### config.mk
export PLATFORM = sky130hd
export DESIGN_NAME = control_unit
export DESIGN_NICKNAME = d
export VERILOG_FILES = /design/src/rtl/control_unit.sv
export SDC_FILE = /design/constraint.sdc
export NUM_CORES = 1
export LEC_CHECK = 0
export ABC_CLOCK_PERIOD_IN_PS = 3600
export BUFFER_PORTS_ARGS = -buffer_cell sky130_fd_sc_hd__buf_2
export CAP_MARGIN = 20
export CORE_MARGIN = 4
export CORE_UTILIZATION = 35
export DETAILED_ROUTE_END_ITERATION = 16
export HOLD_SLACK_MARGIN = 0.02
export SYNTH_ARGS = -nofsm -noshare
export SYNTH_HDL_FRONTEND = slang
export SYNTH_SLANG_ARGS = --single-unit
export TNS_END_PERCENT = 10
### constraint.sdc
create_clock -name Clk -period 3.6 [get_ports Clk]
set_clock_uncertainty 0.1 [all_clocks]
set_input_delay 0.54 -clock Clk [delete_from_list [all_inputs] [get_ports Clk]]
set_output_delay 0.54 -clock Clk [all_outputs]
set_load 0.01 [all_outputs]
### src/rtl/control_unit.sv
// ============================================================================
// Module   : control_unit
// Purpose  : Fetch/decode/execute sequencer driving the datapath control strobes.
// Revision : 1.0  initial release
// ============================================================================
`default_nettype none

module control_unit #(
    parameter int PC_W = 7
) (
    input  logic            Clk,
    input  logic            ResetN,
    input  logic [15:0]     IR_in,
    output logic [PC_W-1:0] PC_addr,
    output logic [7:0]      D_Addr,
    output logic            D_wr,
    output logic            RF_s,
    output logic            RF_W_en,
    output logic [3:0]      RF_W_addr,
    output logic [3:0]      RF_Ra_addr,
    output logic [3:0]      RF_Rb_addr,
    output logic [2:0]      Alu_s0,
    output logic [3:0]      OutState,
    output logic            Halted
);

    typedef enum logic [3:0] {
        S_INIT   = 4'd0,
        S_FETCH  = 4'd1,
        S_DECODE = 4'd2,
        S_NOOP   = 4'd3,
        S_LOAD_A = 4'd4,
        S_LOAD_B = 4'd5,
        S_STORE  = 4'd6,
        S_ADD    = 4'd7,
        S_SUB    = 4'd8,
        S_HALT   = 4'd9
    } state_t;

    localparam logic [3:0] OP_STORE = 4'd1;
    localparam logic [3:0] OP_LOAD  = 4'd2;
    localparam logic [3:0] OP_ADD   = 4'd3;
    localparam logic [3:0] OP_SUB   = 4'd4;
    localparam logic [3:0] OP_HALT  = 4'd5;

    state_t          state, next_state;
    logic [11:0]     ir, next_ir;       // opcode is consumed in DECODE, only operands kept
    logic [PC_W-1:0] pc, next_pc;

    logic [7:0] n_d_addr;
    logic       n_d_wr, n_rf_s, n_rf_we, n_halted;
    logic [3:0] n_wa, n_ra, n_rb;
    logic [2:0] n_alu;

    always_comb begin
        next_state = state;
        next_ir    = ir;
        next_pc    = pc;
        case (state)
            S_INIT:   next_state = S_FETCH;
            S_FETCH:  next_state = S_DECODE;
            S_DECODE: begin
                next_ir = IR_in[11:0];
                next_pc = pc + PC_W'(1);
                case (IR_in[15:12])
                    OP_STORE: next_state = S_STORE;
                    OP_LOAD:  next_state = S_LOAD_A;
                    OP_ADD:   next_state = S_ADD;
                    OP_SUB:   next_state = S_SUB;
                    OP_HALT:  next_state = S_HALT;
                    default:  next_state = S_NOOP;
                endcase
            end
            S_LOAD_A: next_state = S_LOAD_B;
            S_HALT:   next_state = S_HALT;
            default:  next_state = S_FETCH;
        endcase
    end

    // Outputs are registered: decode them from the state/IR about to be entered
    always_comb begin
        n_d_addr = 8'd0;
        n_d_wr   = 1'b0;
        n_rf_s   = 1'b0;
        n_rf_we  = 1'b0;
        n_wa     = 4'd0;
        n_ra     = 4'd0;
        n_rb     = 4'd0;
        n_alu    = 3'd0;
        n_halted = 1'b0;
        case (next_state)
            S_LOAD_A: begin
                n_d_addr = next_ir[11:4];
                n_rf_s   = 1'b1;
            end
            S_LOAD_B: begin
                n_d_addr = next_ir[11:4];
                n_rf_s   = 1'b1;
                n_rf_we  = 1'b1;
                n_wa     = next_ir[3:0];
            end
            S_STORE: begin
                n_d_wr   = 1'b1;
                n_d_addr = next_ir[7:0];
                n_ra     = next_ir[11:8];
            end
            S_ADD, S_SUB: begin
                n_ra     = next_ir[11:8];
                n_rb     = next_ir[7:4];
                n_wa     = next_ir[3:0];
                n_rf_we  = 1'b1;
                n_alu    = (next_state == S_ADD) ? 3'd1 : 3'd2;
            end
            S_HALT:  n_halted = 1'b1;
            default: ;
        endcase
    end

    always_ff @(posedge Clk or negedge ResetN) begin
        if (!ResetN) begin
            state      <= S_INIT;
            ir         <= 12'd0;
            pc         <= '0;
            D_Addr     <= 8'd0;
            D_wr       <= 1'b0;
            RF_s       <= 1'b0;
            RF_W_en    <= 1'b0;
            RF_W_addr  <= 4'd0;
            RF_Ra_addr <= 4'd0;
            RF_Rb_addr <= 4'd0;
            Alu_s0     <= 3'd0;
            Halted     <= 1'b0;
        end else begin
            state      <= next_state;
            ir         <= next_ir;
            pc         <= next_pc;
            D_Addr     <= n_d_addr;
            D_wr       <= n_d_wr;
            RF_s       <= n_rf_s;
            RF_W_en    <= n_rf_we;
            RF_W_addr  <= n_wa;
            RF_Ra_addr <= n_ra;
            RF_Rb_addr <= n_rb;
            Alu_s0     <= n_alu;
            Halted     <= n_halted;
        end
    end

    assign PC_addr  = pc;
    assign OutState = state;

endmodule

`default_nettype wire

==> summary.md <==
| Metric | Value |
|---|---|
| Register-to-register setup slack | 1.27 ns |
| CTS tree | yes |
| Syn Inst Count | 160 |
| Register area | 1230 um2 |
| Yosys top cell area share | 61.7% |
| Multi-input logic area | 649 um2 |
| Unique masters post-synth | 38 |
| Total grt overflow | 0 |
| Prevailing post-synth register cell | dfrtp_1 |
| Status | complete, no violations |
| Peak supply drop | 246 uV |
| Sequential-to-total area share from yosys stat | 61.7% |
| Post-route ant nets | 0 |
| EDFF count, synth | 0 |
| Detailed-routed wire length on met3 | 177 um |
| Die H | 83.4 um |
| DP HPWL | 2960 um |
| Leak | 0.00128 uW |
| Setup ws final | 1.27 ns |
| Slew headroom | 51.7% |
| Final core occ | 44.1% |
| Max Cap Viol | 0 |
| Boundary pin count | 56 |
| Site Rows | 27 |
| Fillers | 547 |
| Via density | 4.59 |
| IO buf count | 54 |
| Vias in the first global route | ~1300 |
| Post-synthesis async set-or-reset flop share | 100% |
| Startpoint Class | flop |
| Syn-to-layout area delta | 22.3% |
| Die Footprint | 6950 um2 |
| Highest routed layer | met4 |
| First-pass GRT wire length | 6870 um |
| Commonest non-fill, non-tap cells in the layout | buf_2 (54), dfrtp_1 (49), inv_1 (17) |
| R2R Path Start | OutState[0] |
| Crit path kind | reg2reg |
| Top Family by Delay on Critical Path | simple AND/OR/NAND/NOR gates |
| DRC errors left | 0 |
| Die Width | 83.4 um |
| Post-synth top area cell | dfrtp_1 |
| Cts repair resizes | 0 |
| WP data arrival | 2.38 ns |
| Crit-path max cell delay | 0.73 ns |
| Yosys reg bits | ~50 |
| Post-CTS Hold Buffers | 0 |
| All-Layer GR Usage | 12.3% |
| Clock latency on the worst-skew pair | 0.29 ns |
| CTS max path bufs | 2 |
| Root Buffer Master | clkbuf_8 |
| Synth Area per Inst | 12.4 um2 |
| Mapped Area | 1990 um2 |
| CP Buf/Inv Count | 1 |
| Met2 WL | roughly 2000 um |
| HP Class | in2async |
| R2R Path End | D_Addr[2] |
| Syn. warnings | 0 |
| CP max FO | 15 |
| Placement Setup Slack | approximately 1.3 ns |
| Mapped Nets | 179 |
| Final cycle utilization of the critical path | 64.6% |
| Initial core utilization | 36.1% |
| Min Tclk post-route | 2.33 ns |
| Ant diodes | 0 |
| Initial antenna violation count | 0 |
| Max Freq | 430 MHz |
| Finish-stage setup viols | 0 |
| Total core area | 5510 um2 |
| DR vias | 1326 |
| Largest net degree at the start of global routing | 50 |
| CP Cell Sequence | nor4b_4 > buf_4 > mux2i_1 > o22ai_1 |
| Synth top area cells | dfrtp_1 (62%), mux2i_1 (6.0%), inv_1 (3.2%) |
| Crit-path slowest cell | nor4b_4 |
| Clock Pin Slew Worst Setup and Hold Paths | 0.09 ns |
| Ratio of cells with drive above 1 in the final layout | 32.7% |
| RSZ-0062 raised after global routing | false |
| H-tree depth | 2 |
| Power per cell area | roughly 650 nW/um2 |
| Reg2Reg Depth | 4 |
| Setup tns final | 0 ns |
| Postcts setup bufs | 0 |
| Iter 0 DRT Violations | just under 90 |
| Worst Tran Pin Value | about 0.72 ns |
| GPL Wtd Cong | about 0.75 |
| 1st-pass router iterations | 4 |
| NumNets Final | between 200 and 250 |
| Final hold vios | 0 |
| Commonest non-fill, non-tap cell in the layout | buf_2 |
| Clock sink total | 49 |
| CTS Buf Count | 5 |
| Metal1 wirelength | 1890 um |
| Final Max Slew Viols | 0 |
| CP required | 3.65 ns |
| DR WL/cell | 14.2 um |
| Crit. End Element | flop |
| Total Wirelength | 4120 um |
==> Yosys cell counts (2+ instances only) <==
library cell and n:
nand2_1 5, a21o_1 2, nor3b_1 2, dfrtp_1 49
and2b_1 2, a21oi_1 2, xnor2_1 5, nor2_1 13
buf_2 3, nor3_1 2, o22ai_1 8, mux2i_1 12
nand4_1 4, inv_1 17, and3_1 2, xor2_1 2
nor4b_4 2, buf_4 3, a32o_1 4, o21ai_0 3
==> power by group <==
part,total [uW],switching [uW],leakage (uW),internal [uW]
logic,458,264,0.000583,195
registers,781,104,0.000642,677
clock network,329,173,0.0000512,156
total,1570,541,0.00128,1030
==> metal layers <==
metal / up-vias / track usage (%)
met5: - / 0
met4: 0 / 4.01
met3: 5 / 3.47
met2: 30 / 19.5
met1: 634 / 16.2
li1: 657 / -
==> per-stage QoR <==
| step | cell area (um2) | power [uW] | std cells | hold WS [ns] |
|---|---|---|---|---|
| 2_1_floorplan | 1990 | 1100 | 160 | 0.144 |
| 3_3_place_gp | 2310 | 1240 | 280 | 0.360 |
| 3_5_place_dp | 2310 | 1250 | 280 | 0.358 |
| 4_1_cts | 2400 | 1590 | 288 | 0.367 |
| 5_1_grt | 2430 | 1680 | 289 | 0.169 |
| 6_report | 2430 | 1570 | 289 | 0.138 |
==> worst reg2reg max path, stage by stage (launching register included) <==
cell	delay [ns]
dfrtp_1	0.52
nor4b_4	0.73
buf_4	0.35
mux2i_1	0.35
o22ai_1	0.14
==> how the worst max path moves through the flow <==
stage / start / end / cells after the start
3_3_place_gp: OutState[0] / D_Addr[2] / 4
5_1_grt: OutState[0] / D_Addr[2] / 4
6_report: OutState[0] / D_Addr[2] / 4
4_1_cts: OutState[0] / D_Addr[2] / 4
2_1_floorplan: OutState[0] / D_Addr[1] / 5
3_5_place_dp: OutState[0] / D_Addr[2] / 4
==> kinds of logic after synthesis <==
kind of cell    synth area share, %
fa+ha+maj                     0.629
flops                          61.7
compound gates                 9.69
xor+xnor                       3.08
mux                            6.61
buf+inv                        5.66
other cells                   0.189
simple gates                   12.5
==> registers in the layout (all words and copies together) (netlist names) <==
| name | flops |
|---|---|
| D_Addr | 8 |
| OutState | 4 |
| ir | 12 |
| RF_W_en | 1 |
| Alu_s0 | 2 |
| PC_addr | 7 |
| RF_Ra_addr | 4 |
| RF_s | 1 |
| Halted | 1 |
| RF_W_addr | 4 |
| RF_Rb_addr | 4 |
| D_wr | 1 |
==> final cells by class <==
type                       instances  share of cell area [%]
timing repair buffer              56                    12.6
multi-input combinational         87                    26.7
inverter                          17                    2.62
tap                               72                    3.71
sequential                        49                    50.4
clock inverter                     2                   0.566
clock buffer                       6                    3.40
(Power assumes the default switching activity.)
